<file path="src/rtl/bin16_to_bcd.sv">
// bin16_to_bcd: sequential double-dabble converter, 16-bit binary to five packed BCD digits,
// valid/ready on both sides, one bit per cycle over 16 SHIFT cycles.
module bin16_to_bcd (
  input  logic        clk,
  input  logic        rst_n,
  input  logic        in_valid,
  output logic        in_ready,
  input  logic [15:0] bin,
  output logic        out_valid,
  input  logic        out_ready,
  output logic [19:0] bcd,
  output logic        busy
);
  localparam logic [1:0] S_IDLE  = 2'd0;
  localparam logic [1:0] S_SHIFT = 2'd1;
  localparam logic [1:0] S_DONE  = 2'd2;
  logic [1:0]  r_state;
  logic [15:0] r_sh;
  logic [19:0] r_scr;
  logic [19:0] r_bcd;
  logic [3:0]  r_cnt;
  logic [19:0] w_adj;
  logic [35:0] w_cat;
  // add-3 correction is per digit; a digit <= 9 plus 3 never exceeds 4 bits
  for (genvar d = 0; d < 5; d++) begin : g_adj
    assign w_adj[4*d+:4] = r_scr[4*d+:4] >= 4'd5 ? r_scr[4*d+:4] + 4'd3 : r_scr[4*d+:4];
  end
  assign w_cat = {w_adj, r_sh} << 1;
  always_ff @(posedge clk or negedge rst_n) begin
    if (!rst_n) begin
      r_state <= S_IDLE;
      r_sh    <= '0;
      r_scr   <= '0;
      r_cnt   <= '0;
      r_bcd   <= '0;
    end else if (r_state == S_IDLE) begin
      if (in_valid) begin
        r_state <= S_SHIFT;
        r_sh    <= bin;
        r_scr   <= '0;
        r_cnt   <= '0;
      end
    end else if (r_state == S_SHIFT) begin
      r_scr <= w_cat[35:16];
      r_sh  <= w_cat[15:0];
      r_cnt <= r_cnt + 4'd1;
      if (r_cnt == 4'd15) begin
        r_bcd   <= w_cat[35:16];
        r_state <= S_DONE;
      end
    end else if (r_state == S_DONE) begin
      if (out_ready) r_state <= S_IDLE;
    end else begin
      r_state <= S_IDLE;
    end
  end
  assign in_ready  = r_state == S_IDLE;
  assign out_valid = r_state == S_DONE;
  assign busy      = r_state == S_SHIFT;
  assign bcd       = r_bcd;
endmodule
</file>
<file path="config.mk">
export PLATFORM = sky130hd
export DESIGN_NAME = bin16_to_bcd
export DESIGN_NICKNAME = d
export VERILOG_FILES = /design/src/rtl/bin16_to_bcd.sv
export SDC_FILE = /design/constraint.sdc
export NUM_CORES = 1
export LEC_CHECK = 0
export ABC_AREA = 0
export CAP_MARGIN = 20
export CORE_UTILIZATION = 37
export DETAILED_ROUTE_END_ITERATION = 8
export PLACE_DENSITY = 0.67
export SYNTH_ARGS = -nofsm -noshare
export SYNTH_HDL_FRONTEND = slang
export SYNTH_SLANG_ARGS = --single-unit
</file>
<file path="constraint.sdc">
create_clock -name clk -period 1.95 [get_ports clk]
set_clock_uncertainty 0.05 [all_clocks]
set_input_delay 0.2925 -clock clk [delete_from_list [all_inputs] [get_ports clk]]
set_output_delay 0.2925 -clock clk [all_outputs]
set_load 0.03 [all_outputs]
</file>
==> impl_metrics.yaml <==
sta:
  hold_violations: 0
  rsz0062_at_grt: "false"
  worstMarginPinSlew_ns: 0.963
  fin_crit_sh_pct: 94.9
  max_freq_ghz: 0.540
  fin_tns_setup_ns: 0
  setup_slack_ns: 0.0989
  maxSlewViolCount: 0
  slew-limit-headroom_pct: 35.7
  setup_viol: 0
  fin_hold_ws_ns: 0.419
  min_period_ns: 1.85
placed_design:
  dp_hpwl_mm: 4.19
  place_ws_ns: -0.0152
  io_buffers: 42
  gp_congestion: 0.760
  dp.cells: 445
grt:
  grt_max_degree: 63
  overflow: 0
  antenna_found_initial: 0
  track_usage_pct: 16.1
  grt_pass1_vias: 2378
  grt_pass1_wl_mm: 10.8
final_layout:
  syn2layout_area_growth_pct: 25.1
  n_antenna_cell: 0
  drive_gt1_share_pct: 11.9
  final_nets: 386
  final_cells: 462
clock_tree:
  ctsLongestPathBuffers: 2
  cts.clk_slew.worst_paths_ns: 0.07
  cts-root-buf: "clkbuf_8"
  cts.sinks: 62
  cts_tree: "built"
  insertion_delay_ns: 0.35
  cts-buffers-inserted: 9
  cts_max_level: 3
synth:
  avgSynthCellArea_sq_um: 9.92
  synth_area_sq_um: 3060
  synth_seq_area_share_pct: 50.8
  synth_top_area_cell: "dfrtp_1"
  synth_top_area_share_pct: 50.8
  ys_ff_latch: 62
  yosysWarningCount: 0
  ys_types: 27
  syn-num-nets: 339
  synthTopCellsByArea: "dfrtp_1 51%, o21ai_0 6.6%, a21oi_1 4.9%"
  synthCells: 308
setup_path:
  crit_chain: "nand2b_1 > inv_4 > buf_6 > buf_4"
  critPathMaxStageDelay_ns: 0.47
  start_kind: "flip-flop"
  cp_slowest_cell: "dfrtp_1"
  crit_path_end_kind: "output pin"
  required_ns: 1.61
  cp_max_fo: 28
  cp.arrival_ns: 1.51
  crit_type: "reg -> out"
power:
  p_leak_nw: 1.67
  power_mw: 6.62
  powerDensity_nw_per_um2: 1730
  ir_worst_vdd_mv: 0.532
status:
  status: "finished, final reports clean"
floorplan:
  die_y_microns: 92.9
  core-area_sq_um: 7850
  fp.dieW_microns: 92.9
  dieArea_sq_um: 8630
  rows: 32
  initial_core_util_pct: 38.9
  ios: 43
detailed_routing:
  route.vias.total: 2382
  final_antenna_net_count: 0
  post_drt_wl_per_cell_microns: 13.5
  route.met3.wl_microns: 249
  firstDrtPassIters: 4
  wirelength_mm: 6.26
  routed.top_layer: "met4"
  m1WireLength_mm: 2.84
  drc: 0
  drtIter0Drc: 165
  dr_wl_met2_mm: 3.06
  via_per_inst: 5.16
run:
  cap_violations: 0
hold_path:
  hold_path_class: "in -> async"
flip-flops by register name (all words and copies together), names as in the netlist:
signal and count:
bcd 20, r_scr 20, r_sh 16, r_cnt 4, r_state 2
worst paths after layout:
check	startpoint	to	slack, ns	cells past startpoint
max	r_state[0]	busy	0.1	4
min	rst_n	bcd[12]	0.42	3
max reg2reg	r_scr[12]	r_scr[14]	0.14	6
min reg2reg	bcd[11]	bcd[11]	0.44	2
max in group asynchronous	rst_n	r_scr[1]	1.14	3
min in group clk	bcd[11]	bcd[11]	0.44	2
through the flow:
stage	util (%)	cell area, sq um
floorplan	-	3060
global placement	45.6	3580
detailed placement	45.6	3580
CTS	48.7	3820
global route	48.7	3820
finish	48.7	3820
final cells by class:
type | count | area (sq um)
fill | 778 | 4020
sequential | 62 | 1550
multi-input combinational | 216 | 1350
timing repair buffer | 54 | 518
clock buffer | 11 | 151
tap | 102 | 128
clock inverter | 5 | 81.3
inverter | 12 | 47.5
logic make-up (layout without fill, tap and decap cells):
| family | count (synthesis) | after routing | synth area share, % |
|---|---|---|---|
| multiplexers | 10 | 10 | 3.69 |
| AO/OA/AOI/OAI | 109 | 109 | 20.4 |
| AND/OR/NAND/NOR | 81 | 81 | 14.1 |
| flip-flops | 62 | 62 | 50.8 |
| buffers and inverters | 30 | 82 | 5.16 |
| XOR/XNOR | 5 | 5 | 1.43 |
| adder cells (fa/ha/maj) | 11 | 11 | 4.50 |
report_power, final:
group          internal, mW  switching, mW
Clock                 0.789          0.523
Sequential             1.84          0.468
Combinational          1.34           1.67
Total                  3.96           2.66
cell usage after synthesis, drive strengths merged:
cell	n
nand2	33
nor3	6
nor3b	9
nor2b	17
nand3	6
a21oi	30
xnor2	5
nand2b	7
a41oi	1
a22oi	15
inv	12
nor2	2
o21bai	1
buf	10
o21ai	54
ha	11
dfrtp	62
a21o	1
clkbuf	8
a22o	7
nand4	1
mux2	10
layer usage:
layer  global-route usage, %  up-vias
met5                       0        -
li1                        -     1174
met1                    19.2     1160
met3                    5.01       10
met4                    6.92        0
met2                    26.8       38
worst max-delay path: cells and delay by family, from the launching register on:
| kind | cells | cell delay (ns) |
|---|---|---|
| flip-flops | 1 | 0.47 |
| AND/OR/NAND/NOR | 1 | 0.15 |
| buffers and inverters | 3 | 0.54 |
cells in the final DEF, fill, tap and decap left out, drive strengths merged:
cell and n:
a21o 1, a21oi 30, a22o 7, a22oi 15
a41oi 1, buf 14, bufinv 2, clkbuf 11
clkdlybuf4s50 38, clkinv 2, clkinvlp 1, dfrtp 62
dlygate4sd2 1, dlygate4sd3 1, ha 11, inv 12
mux2 10, nand2 33, nand2b 7, nand3 6
nand4 1, nor2 2, nor2b 17, nor3 6
nor3b 9, o21ai 54, o21bai 1, xnor2 5
repair_timing:
item                                    in CTS  in global routing
setup buffers                                0                  0
resized for setup                            2                  0
endpoints found under the setup margin       2                  0
hold buffers                                 1                  0
hold endpoints to repair                    62                  0
(Power assumes the default switching activity.)
